--- src/rtl/ram_burst_requester.sv ---
// Burst initiator for the single-port busy-handshaked word RAM: takes one burst command,
// streams write beats in / read beats out, and holds each RAM request until busy drops.
module ram_burst_requester #(
  parameter int N_BYTES   = 4,
  parameter int N_BITS    = N_BYTES * 8,
  parameter int ADDR_BITS = 13,
  parameter int LEN_BITS  = 4,
  parameter int TIMEOUT   = 0
) (
  input  logic                 CLK,
  input  logic                 RST,
  input  logic                 cmd_valid,
  output logic                 cmd_ready,
  input  logic                 cmd_write,
  input  logic [ADDR_BITS-1:0] cmd_addr,
  input  logic [LEN_BITS-1:0]  cmd_len,
  input  logic                 wbeat_valid,
  output logic                 wbeat_ready,
  input  logic [N_BITS-1:0]    wbeat_data,
  input  logic [N_BYTES-1:0]   wbeat_byte_en,
  output logic                 rbeat_valid,
  input  logic                 rbeat_ready,
  output logic [N_BITS-1:0]    rbeat_data,
  output logic                 rbeat_last,
  output logic                 cmd_done,
  output logic                 cmd_err,
  output logic [ADDR_BITS-1:0] ram_addr,
  output logic [N_BITS-1:0]    ram_wdata,
  output logic [N_BYTES-1:0]   ram_byte_en,
  output logic                 ram_wen,
  output logic                 ram_ren,
  input  logic [N_BITS-1:0]    ram_rdata,
  input  logic                 ram_busy
);

  // All handshakes are valid/ready: a transfer happens at a rising edge where both are high,
  // and the sender keeps valid and payload stable until that edge.

  localparam int TO_W = (TIMEOUT > 0) ? $clog2(TIMEOUT + 1) : 1;

  typedef enum logic [2:0] {
    IDLE    = 3'd0,
    WR_WAIT = 3'd1,
    WR_REQ  = 3'd2,
    RD_REQ  = 3'd3,
    RD_HOLD = 3'd4
  } state_t;

  state_t               state_q, state_d;
  logic [ADDR_BITS-1:0] addr_q, addr_d;
  logic [LEN_BITS-1:0]  len_q, len_d;
  logic [LEN_BITS-1:0]  beat_q, beat_d;
  logic [N_BITS-1:0]    wdata_q, wdata_d;
  logic [N_BYTES-1:0]   be_q, be_d;
  logic [N_BITS-1:0]    rdata_q, rdata_d;
  logic                 rlast_q, rlast_d;
  logic                 done_q, done_d;
  logic                 err_q, err_d;
  logic [TO_W-1:0]      to_cnt_q, to_cnt_d;
  logic                 timed_out;

  // A completing beat (busy low) always wins over a timeout on the same edge.
  assign timed_out = (TIMEOUT > 0) && ram_busy && (to_cnt_q == TO_W'(TIMEOUT - 1));

  always_comb begin
    state_d  = state_q;
    addr_d   = addr_q;
    len_d    = len_q;
    beat_d   = beat_q;
    wdata_d  = wdata_q;
    be_d     = be_q;
    rdata_d  = rdata_q;
    rlast_d  = rlast_q;
    done_d   = 1'b0;
    err_d    = 1'b0;
    to_cnt_d = to_cnt_q;
    case (state_q)
      IDLE: begin
        if (cmd_valid) begin
          addr_d   = cmd_addr;
          len_d    = cmd_len;
          beat_d   = '0;
          to_cnt_d = '0;
          state_d  = cmd_write ? WR_WAIT : RD_REQ;
        end
      end
      WR_WAIT: begin
        if (wbeat_valid) begin
          wdata_d  = wbeat_data;
          be_d     = wbeat_byte_en;
          to_cnt_d = '0;
          state_d  = WR_REQ;
        end
      end
      WR_REQ: begin
        if (!ram_busy) begin
          if (beat_q == len_q) begin
            done_d  = 1'b1;
            state_d = IDLE;
          end else begin
            beat_d  = beat_q + 1'b1;
            addr_d  = addr_q + 1'b1;
            state_d = WR_WAIT;
          end
        end else if (timed_out) begin
          err_d   = 1'b1;
          state_d = IDLE;
        end else if (TIMEOUT > 0) begin
          to_cnt_d = to_cnt_q + 1'b1;
        end
      end
      RD_REQ: begin
        if (!ram_busy) begin
          rdata_d = ram_rdata;
          rlast_d = (beat_q == len_q);
          state_d = RD_HOLD;
        end else if (timed_out) begin
          err_d   = 1'b1;
          state_d = IDLE;
        end else if (TIMEOUT > 0) begin
          to_cnt_d = to_cnt_q + 1'b1;
        end
      end
      RD_HOLD: begin
        if (rbeat_ready) begin
          if (rlast_q) begin
            done_d  = 1'b1;
            state_d = IDLE;
          end else begin
            beat_d   = beat_q + 1'b1;
            addr_d   = addr_q + 1'b1;
            to_cnt_d = '0;
            state_d  = RD_REQ;
          end
        end
      end
      default: state_d = IDLE;
    endcase
  end

  always_ff @(posedge CLK or posedge RST) begin
    if (RST) begin
      state_q  <= IDLE;
      addr_q   <= '0;
      len_q    <= '0;
      beat_q   <= '0;
      wdata_q  <= '0;
      be_q     <= '0;
      rdata_q  <= '0;
      rlast_q  <= 1'b0;
      done_q   <= 1'b0;
      err_q    <= 1'b0;
      to_cnt_q <= '0;
    end else begin
      state_q  <= state_d;
      addr_q   <= addr_d;
      len_q    <= len_d;
      beat_q   <= beat_d;
      wdata_q  <= wdata_d;
      be_q     <= be_d;
      rdata_q  <= rdata_d;
      rlast_q  <= rlast_d;
      done_q   <= done_d;
      err_q    <= err_d;
      to_cnt_q <= to_cnt_d;
    end
  end

  // Requests decode straight from state so reset removes them without waiting for a clock.
  assign cmd_ready   = (state_q == IDLE);
  assign wbeat_ready = (state_q == WR_WAIT);
  assign ram_wen     = (state_q == WR_REQ);
  assign ram_ren     = (state_q == RD_REQ);
  assign rbeat_valid = (state_q == RD_HOLD);
  assign rbeat_data  = rdata_q;
  assign rbeat_last  = rlast_q;
  assign cmd_done    = done_q;
  assign cmd_err     = err_q;
  assign ram_addr    = addr_q;
  assign ram_wdata   = wdata_q;
  assign ram_byte_en = be_q;

endmodule

--- config.mk ---
export PLATFORM = sky130hd
export DESIGN_NAME = ram_burst_requester
export DESIGN_NICKNAME = d
export VERILOG_FILES = /design/src/rtl/ram_burst_requester.sv
export SDC_FILE = /design/constraint.sdc
export NUM_CORES = 1
export LEC_CHECK = 0
export ABC_AREA = 1
export CAP_MARGIN = 10
export CELL_PAD_IN_SITES_DETAIL_PLACEMENT = 1
export CELL_PAD_IN_SITES_GLOBAL_PLACEMENT = 1
export CORE_AREA = 2 2 109 137
export CTS_CLUSTER_SIZE = 20
export DETAILED_ROUTE_END_ITERATION = 10
export DIE_AREA = 0 0 111 139
export PLACE_DENSITY = 0.86
export SYNTH_ARGS = -nofsm -noshare
export SYNTH_HDL_FRONTEND = slang
export SYNTH_SLANG_ARGS = --single-unit
export TNS_END_PERCENT = 5
--- constraint.sdc ---
create_clock -name CLK -period 3.8 [get_ports CLK]
set_input_delay 0.95 -clock CLK [delete_from_list [all_inputs] [get_ports CLK]]
set_output_delay 0.95 -clock CLK [all_outputs]
set_load 0.05 [all_outputs]
# [After elaboration in Yosys (flattened, before gate mapping)]
# Cells that the tools add are included.
[op_classes] n_mux=26 n_addsub=2 n_eq_ne=12 n_reduce_logical=7 bitwise_logic=1
[ops] operator="2-to-1 mux 13 bit" n=5
[ops] operator="one-hot mux 13 bit (3 select lines)" n=1
[ops] operator="2-to-1 mux 4 bit" n=5
[ops] operator="2-to-1 mux 3 bit" n=5
[ops] operator="one-hot mux 3 bit (5 select lines)" n=1
[ops] operator="adder 13 x 1 -> 13 bit (second input constant)" n=1
[ops] operator="!= test 2 bit (second input constant)" n=6
[ops] operator="one-hot mux 4 bit (3 select lines)" n=1
[ops] operator="== test 3 x 2 -> 1 bit (second input constant)" n=2
[ops] operator="AND reduction 2 bit" n=3
[ops] operator="AND reduction 6 bit" n=1
[ops] operator="2-to-1 mux 1 bit" n=5
[ops] operator="AND reduction 5 bit" n=1
[ops] operator="adder 4 x 1 -> 4 bit (second input constant)" n=1
[ops] operator="== test 4 bit" n=1
[ops] operator="2-to-1 mux 2 bit" n=2
[ops] operator="== test 3 x 1 -> 1 bit (second input constant)" n=1
[ops] operator="== test 3 bit (second input constant)" n=1
[ops] operator="zero test 3 bit" n=1
[ops] operator="nonzero test 3 bit" n=1
[ops] operator="!= test 2 x 1 -> 1 bit (second input constant)" n=1
[ops] operator="one-hot mux 1 bit (2 select lines)" n=1
[ops] operator="inverter 1 bit" n=1
[totals] out_inout_bits=89 reg_bits=94

# [Logic depth before layout (Yosys ltp)]
# Gate-level depths: netlist (run 1).
[depth] ltp_word=4 ltp_mapped=11 ltp_nobuf=10

# [Least setup slack after synthesis (run 1)]
# Ideal clock, no wire load.
[synth_path] kind="reg-to-output" start="register state_q[0]" end="output cmd_ready" arrival_ns=1.232 t_required_ns=2.850 path_stages_with_launch=4 setup_slack_ns=1.618 path_cell_list="dfrtp_1 > inv_2 > nand2_1 > nor2_1"
[synth_between] elab_chain_len=1
[synth_lines] item="start: declaration" line="49" source="state_t state_q, state_d;"
[synth_lines] item="start signal: assignment" line="155" source="state_q <= state_d;"
[synth_lines] item="zero test 3 bit" line="170" source="assign cmd_ready = (state_q == IDLE);"
[synth_lines] item="end: declaration" line="13" source="output logic cmd_ready,"
# Every way passes these cells.

# [Final worst setup path (run 1)]
[layout_path] start="register state_q[1]" end="output wbeat_ready"
[layout_between] elab_chain_len=1
[layout_lines] item="== test 3 x 1 -> 1 bit" line="171" source="assign wbeat_ready = (state_q == WR_WAIT);"
[layout_lines] item="end: declaration" line="18" source="output logic wbeat_ready,"
# Every way passes these cells.

==> results.toml, run 1 <==
[clock_network]
root_buffer = "clkbuf_16"
postCtsSetupBuffers = 0
cts_sinks = 94
cts_hold_buf = 0
clock_latency_ps = 340
clk_path_buf_depth = 2
cts_max_level = 3
numCtsBuffers = 9
clkTransAtPathRegs_ps = 70
cts_tree = "yes"
cts_resized = 0

[grt]
grt.overflow.total = 0
grt_pass1_vias = 4066
antenna_found_initial = 0
grt_max_degree = 53
grt_usage_pct = 16.9
grt_pass1_wl_microns = 20800

[timing]
hold_violations = 0
fmax_mhz = 339
clock_skew_ps = 6.61
finalSetupViolations = 0
rsz0062_at_grt = "false"
fin_ws_ps = 846
slew_violations = 0
period_needed_ps = 2950
slew_headroom_pct = 57.8
finalSetupTns_ps = 0
fin_crit_sh_pct = 77.7
worstMarginPinSlew_ps = 633

[worst_setup_path]
crit_family = "buffers and inverters"
worstSetupPathType = "reg -> out"
cp-end-kind = "output port"
cp_slowest_stage_delay_ps = 820
r2r-start = "state_q[0]"
rrSetupSlack_ps = 1980
worstPathCellList = "nor2_2, nand2_1, inv_2, clkdlybuf4s50_1"
path_buf_inv = 2
arrival_ps = 2000
worstPathRequired_ps = 2850
reg2reg_to = "ram_addr[8]"
reg2reg_depth = 10
crit_path_max_fanout = 6
startpoint_type = "register"
crit_slowest_cell = "clkdlybuf4s50_1"

[floorplan]
boundaryPins = 181
rows = 49
die_w_microns = 111
start_util_pct = 31.2
die_y_microns = 139
die-area_sq_um = 15400
core_area_sq_um = 14200

[cells_and_area]
final_cell_mix = "clkdlybuf4s50_1 (179), nand2_1 (120), dfrtp_1 (94), mux2_2 (38), mux2_4 (30)"
final_common_cell = "clkdlybuf4s50_1"
fin_area_sq_um = 6630
n_antenna_cell = 0
nNetsFinal = 680
drive_above_1_share_pct = 18.1
final.fill_count = 1559
area_delta_synth_final_pct = 50.1

[route]
drtAntennaViolNets = 0
first_iter_violations = 122
routedWlPerCell_microns = 16.7
drcViolationCount = 0
drtPass1Iterations = 4
viasPerCell = 4.61
wl_microns = 12800
via_count = 3546

[synthesis]
seq_area_frac_synth_pct = 53.2
synth_cell_types = 29
synthesis.area_sq_um = 4420
synth_cells = 407
syn_area_per_cell_sq_um = 10.9
synth_fp_nets = 501
ys.warnings.count = 0
ys_seq_elements = 94

[min_path]
min_to = "rbeat_data[19]"
hold-path-cell-count = 1
holdCritStartpoint = "rbeat_data[19]"
hp-class = "reg -> reg"

[power_and_ir_drop]
seq_power_share_pct = 26.7
vdd_drop_max_mv = 0.560
leakagePower_nw = 3.10
power_density_nw_per_um2 = 1050
clock_power_share_pct = 13.6
intPower_mw = 3.56
p_switching_mw = 3.41
combPwrFrac_pct = 59.8
p_sw_share_pct = 48.9

[place]
numPortBuffers = 179
dpl.hpwl_microns = 9770
place_congestion = 0.765
dp_slack_ps = 1170
dpl_cell_area_sq_um = 6320

[status]
status = "finished clean"

[job]
maxCapViolations = 0
-- flip-flops by register name, indices dropped and copies added, names as in the netlist --
register / cells
rbeat_last: 1
state_q: 3
cmd_done: 1
len_q: 4
beat_q: 4
ram_addr: 13
ram_wdata: 32
ram_byte_en: 4
rbeat_data: 32
-- synth_stat cells --
cell type	instances	area, sq um
or2_2	1	6.26
buf_4	1	7.51
nand4_1	7	43.8
buf_6	10	113
mux2_1	1	11.3
nand2_2	2	12.5
ha_1	2	25.0
dfrtp_1	94	2350
nand2_1	120	450
inv_2	8	30.0
nand3b_1	1	7.51
buf_12	1	20.0
xor2_1	2	17.5
mux2_2	38	428
o21ai_1	2	10.0
a21oi_1	4	20.0
nand2_4	2	22.5
nand3_1	21	105
a21o_1	2	15.0
o21ai_0	7	35.0
buf_2	1	5.00
inv_1	23	86.3
nor2_2	2	12.5
nand3_2	3	30.0
conb_1	1	3.75
xnor2_1	1	8.76
nor2_4	2	22.5
mux2_4	30	450
nor2_1	18	67.6
-- stage by stage --
step	hold WS (ps)	cells	utilization, %	power [mW]
after floorplan	502	407	-	4.74
after global placement	484	753	44.6	5.91
after detailed placement	492	753	44.6	6.09
after CTS	513	769	46.8	7.08
after global routing	530	769	46.8	7.35
final	507	769	46.8	6.98
-- cells by family (layout without fill, tap and decap cells) --
| logic type | after synthesis | in the layout | synth area share (%) |
|---|---|---|---|
| flip-flops | 94 | 94 | 53.2 |
| adder cells (fa/ha/maj) | 2 | 2 | 0.566 |
| XOR/XNOR | 3 | 3 | 0.595 |
| AO/OA/AOI/OAI | 15 | 15 | 1.81 |
| other | 1 | 1 | 0.0849 |
| multiplexers | 69 | 69 | 20.1 |
| AND/OR/NAND/NOR | 179 | 179 | 17.7 |
| buffers and inverters | 44 | 228 | 5.92 |
-- worst max-delay path by stage --
stage          slack, ps  startpoint  depth (start not counted)           to
2_1_floorplan        400         RST                          1    beat_q[0]
3_3_place_gp        1260  state_q[1]                          4  wbeat_ready
3_5_place_dp        1170    ram_busy                          6    beat_q[1]
4_1_cts              830  state_q[1]                          4  wbeat_ready
5_1_grt              760  state_q[1]                          4  wbeat_ready
6_report             850  state_q[1]                          4  wbeat_ready
-- power by group through the flow --
stage,logic (mW),registers [mW],clock network [mW]
2_1_floorplan,1.42,3.33,0
3_3_place_gp,4.09,1.83,0
3_5_place_dp,4.21,1.87,0
4_1_cts,4.23,1.87,0.985
5_1_grt,4.41,1.93,1.01
6_report,4.17,1.86,0.947
-- worst reg2reg max path: stages (launching register included) --
cell and delay, ps:
dfrtp_1 430, inv_2 130, nand3_1 130, inv_2 110, nor2_1 40, buf_4 200
inv_1 320, nand3_1 160, nand2_1 90, nand2_1 60, nand2_1 80
-- metal layers --
metal	vias to the layer above	global-route usage, %	share of wire, %
met2	116	31.5	55
met1	1749	17.8	36
met4	0	6.78	1.8
met5	-	0	0
li1	1668	-	-
met3	13	4.76	6.6
-- cell type report --
| class | count | area (sq um) | share of cell area (%) |
|---|---|---|---|
| clock buffers | 10 | 239 | 3.60 |
| clock inverters | 6 | 75.1 | 1.13 |
| inverters | 31 | 119 | 1.79 |
| multi-input cells | 269 | 1810 | 27.2 |
| flip-flops and latches | 94 | 2350 | 35.5 |
| well taps | 178 | 223 | 3.36 |
| repair buffers | 181 | 1820 | 27.4 |
Power figures use the tool's default switching activity.
==> inputs of run 2 (changes only) <==
Settings changed: CORE_AREA 2 2 109 137 to 2 2 114 144, DIE_AREA 0 0 111 139 to 0 0 116 146, PLACE_DENSITY 0.86 to 0.83.
Clock period 3.8 ns to 2.5 ns, I/O delays scaled along.
==> run 2 against run 1 <==
Effect of this change:
- flip-flop and latch count unchanged
- clock power rose by 52%
- critical path depth is 3 lower
- total power rose by 52%
- design area increased by 1.2%
- die area grew 9.8%
- sequential power rose by 53%
- highest routed layer unchanged
==> results.toml, run 2 (same netlist as run 1, synthesis figures left out) <==
[route]
first_iter_violations = 79
drcViolationCount = 0
viasPerCell = 4.38
wl_microns = 12500
drtPass1Iterations = 4
via_count = 3530
drtAntennaViolNets = 0
routedWlPerCell_microns = 15.5

[clock_network]
numCtsBuffers = 9
cts_hold_buf = 0
clkTransAtPathRegs_ps = 80
root_buffer = "clkbuf_16"
clock_latency_ps = 340
cts_max_level = 3
clk_path_buf_depth = 2
cts_tree = "yes"
postCtsSetupBuffers = 0
cts_sinks = 94
cts_resized = 0

[cells_and_area]
ff_latch_area_sq_um = 2350
final_common_cell = "clkdlybuf4s50_1"
area_delta_synth_final_pct = 51.8
final_core_util_pct = 43.4
final_cell_mix = "clkdlybuf4s50_1 (174), nand2_1 (120), dfrtp_1 (94), mux2_2 (38), mux2_4 (30)"
final.fill_count = 1714
instances_no_fill = 806
drive_above_1_share_pct = 19.4
nNetsFinal = 683
multi_input_area_sq_um = 1810
n_antenna_cell = 0

[grt]
grt.overflow.total = 0
grt_pass1_wl_microns = 20400
grt_pass1_vias = 3999
antenna_found_initial = 0
grt_usage_pct = 15.3
grt_max_degree = 58

[worst_setup_path]
reg2reg_to = "ram_wdata[9]"
crit_path_max_fanout = 9
worstPathRequired_ps = 1880
crit_cells = 1
startpoint_type = "register"
rrSetupSlack_ps = 810
crit_family = "buffers and inverters"
crit_path_start = "ram_addr[4]"
cp_slowest_stage_delay_ps = 870
path_buf_inv = 1
crit_slowest_cell = "clkdlybuf4s50_1"
worstPathCellList = "clkdlybuf4s50_1"
worstSetupPathType = "reg -> out"
r2r-start = "state_q[1]"
cp-end-kind = "output port"
arrival_ps = 1740
reg2reg_depth = 6

[place]
dpl.cell_count = 790
place_congestion = 0.781
numPortBuffers = 179
dpl.hpwl_microns = 9650

[floorplan]
start_util_pct = 28.6
die-area_sq_um = 16900
core_area_sq_um = 15400
rows = 51
boundaryPins = 181
die_y_microns = 146
die_w_microns = 116

[timing]
finalSetupViolations = 0
hold_violations = 0
fmax_mhz = 422
finalSetupTns_ps = 0
rsz0062_at_grt = "false"
period_needed_ps = 2370
slew_violations = 0
slew_headroom_pct = 62.0
fin_crit_sh_pct = 94.7
worstMarginPinSlew_ps = 567
clock_skew_ps = 9.16

[power_and_ir_drop]
p_total_mw = 10.6
vdd_drop_max_mv = 0.764
leakagePower_nw = 3.12
power_density_nw_per_um2 = 1580

[job]
maxCapViolations = 0

[min_path]
hp-class = "reg -> reg"
hold-path-cell-count = 1
min_to = "rbeat_data[4]"
holdCritStartpoint = "rbeat_data[4]"

[status]
status = "finished clean"
-- run 2: cell count changes in the layout (fill, tap and decap cells not counted) --
cell / delta
inv_8: +1
clkinvlp_4: +1
clkbuf_8: -1
inv_4: -1
buf_4: +6
buf_12: +2
clkdlybuf4s50_1: -5
-- run 2: worst max-delay path by stage --
stage	to	slack, ps
2_1_floorplan	len_q[0]	510
3_3_place_gp	rbeat_data[26]	370
3_5_place_dp	beat_q[1]	280
4_1_cts	ram_addr[4]	90
5_1_grt	ram_addr[4]	60
6_report	ram_addr[4]	130
-- run 2: where the power goes --
part	internal (mW)	total (mW)	switching, mW
clock network	0.799	1.44	0.640
logic	2.34	6.30	3.96
registers	2.26	2.84	0.571
total	5.40	10.6	5.17
-- run 2: worst register-to-register path: stages (launching register included) --
cell	delay, ps
dfrtp_1	470
nor2_2	180
nand2_1	90
inv_2	80
nand2_4	180
buf_12	250
mux2_4	310
-- run 2: per-layer routing --
metal	up-vias	wire (microns)	track usage, %
met4	0	134	3.99
li1	1678	-	-
met3	11	1020	5.58
met1	1723	4660	16.9
met5	-	0	0
met2	118	6670	27.3
-- run 2: stage by stage --
stage / setup WS [ps] / hold slack (ps) / instance area [sq um]
floorplan: 511 / 502 / 4420
global placement: 367 / 481 / 6400
detailed placement: 279 / 490 / 6400
CTS: 94.4 / 507 / 6710
global route: 63.2 / 530 / 6710
finish: 133 / 504 / 6710
-- run 2: cell type report --
type                            instances  share of cell area (%)
Multi-Input combinational cell        269                    26.9
Clock inverter                          7                    1.29
Sequential cell                        94                    35.1
Tap cell                              212                    3.95
Timing Repair Buffer                  184                    27.6
Clock buffer                            9                    3.36
Inverter                               31                    1.79
==> inputs of run 3 (changes only) <==
Settings changed: RECOVER_POWER set to 25.
==> run 3 against run 2 <==
Effect of this change:
- sequential share of layout area grew 0.17 points
- die area is the same
- fmax is the same
- count of clock-buffer cells in the layout is the same
- clock skew is the same
- hold slack is the same
- first-iteration DRC count is the same
- global-route usage is the same
==> results.toml, run 3 (same netlist as run 1, synthesis figures left out) <==
[clock_network]
cts_resized = 0
root_buffer = "clkbuf_16"
cts_hold_buf = 0
clock_latency_ps = 340
postCtsSetupBuffers = 0
numCtsBuffers = 9
cts_max_level = 3
clk_path_buf_depth = 2
cts_sinks = 94
cts_tree = "yes"
clkTransAtPathRegs_ps = 80

[route]
viasPerCell = 4.38
drtPass1Iterations = 4
routedWlPerCell_microns = 15.5
first_iter_violations = 79
drtAntennaViolNets = 0
wl_microns = 12500
via_count = 3530
drcViolationCount = 0

[grt]
antenna_found_initial = 0
grt_pass1_vias = 3999
grt.overflow.total = 0
grt_max_degree = 58
grt_usage_pct = 15.3
grt_pass1_wl_microns = 20400

[cells_and_area]
drive_above_1_share_pct = 19.4
n_antenna_cell = 0
area_delta_synth_final_pct = 51.1
final_cell_mix = "clkdlybuf4s50_1 (173), nand2_1 (120), dfrtp_1 (94), mux2_2 (38), mux2_4 (30)"
final_common_cell = "clkdlybuf4s50_1"
instances_no_fill = 806
final_core_util_pct = 43.2
fin_area_sq_um = 6680
nNetsFinal = 683

[worst_setup_path]
cp-end-kind = "output port"
crit_slowest_cell = "clkdlybuf4s50_1"
cp_slowest_stage_delay_ps = 870
crit_family = "buffers and inverters"
worstPathRequired_ps = 1880
arrival_ps = 1740
startpoint_type = "register"
path_buf_inv = 1
worstPathCellList = "clkdlybuf4s50_1"
worstSetupPathType = "reg -> out"
crit_path_max_fanout = 9

[power_and_ir_drop]
leakagePower_nw = 3.11
intPower_mw = 5.40
combPwrFrac_pct = 59.5
seq_power_share_pct = 26.8
clock_power_share_pct = 13.6
p_total_mw = 10.6
p_sw_share_pct = 48.9
p_switching_mw = 5.17
power_density_nw_per_um2 = 1580
vdd_drop_max_mv = 0.764

[job]
maxCapViolations = 0

[status]
status = "finished clean"

[timing]
fin_ws_ps = 133
finalSetupViolations = 0
clock_skew_ps = 9.16
rsz0062_at_grt = "false"
slew_headroom_pct = 6.17
fmax_mhz = 422
period_needed_ps = 2370
worstMarginPinSlew_ps = 1410
slew_violations = 0
finalSetupTns_ps = 0
fin_hold_ws_ps = 504
hold_violations = 0
fin_crit_sh_pct = 94.7

[floorplan]
core_area_sq_um = 15400
start_util_pct = 28.6
die_y_microns = 146
die-area_sq_um = 16900
die_w_microns = 116
rows = 51
boundaryPins = 181

[place]
numPortBuffers = 179
dp_slack_ps = 279
dpl_cell_area_sq_um = 6400
dpl.hpwl_microns = 9650
dpl.cell_count = 790
place_congestion = 0.781

[min_path]
hp-class = "reg -> reg"
-- run 3: cell types whose count changed in the layout (fill, tap and decap cells not counted), sizes merged --
cell / delta
buf: -2
clkbuf: +2
clkdlybuf4s50: -1
dlygate4sd3: +1
-- run 3: layout make-up --
class                   count  area [sq um]
fillers                  1719          8770
flip-flops and latches     94          2350
repair buffers            184          1820
multi-input cells         269          1810
well taps                 212           265
clock buffers               9           225
inverters                  31           118
clock inverters             7          86.3
-- run 3: power by group through the flow --
stage          sequential, mW  combinational (mW)  clock, mW
3_5_place_dp             2.86                6.36          0
3_3_place_gp             2.80                6.20          0
4_1_cts                  2.85                6.38       1.48
5_1_grt                  2.93                6.66       1.55
6_report                 2.84                6.29       1.44
2_1_floorplan            5.06                2.15          0
-- run 3: worst paths after layout --
| kind | startpoint | endpoint | slack, ps | depth (start not counted) |
|---|---|---|---|---|
| min | rbeat_data[4] | rbeat_data[4] | 500 | 1 |
| max reg2reg | state_q[1] | ram_wdata[9] | 810 | 6 |
| max in group asynchronous | RST | rbeat_data[12] | 400 | 3 |
| min in group asynchronous | RST | ram_wdata[28] | 1060 | 3 |
| max | ram_addr[4] | ram_addr[4] | 130 | 1 |
| min reg2reg | rbeat_data[4] | rbeat_data[4] | 500 | 1 |
-- run 3: routing by layer --
layer / vias to the layer above / GRT usage (%) / wire length [microns]
met5: - / 0 / 0
met4: 0 / 3.99 / 134
met3: 11 / 5.58 / 1010
met2: 118 / 27.3 / 6670
met1: 1723 / 16.9 / 4670
li1: 1678 / - / -
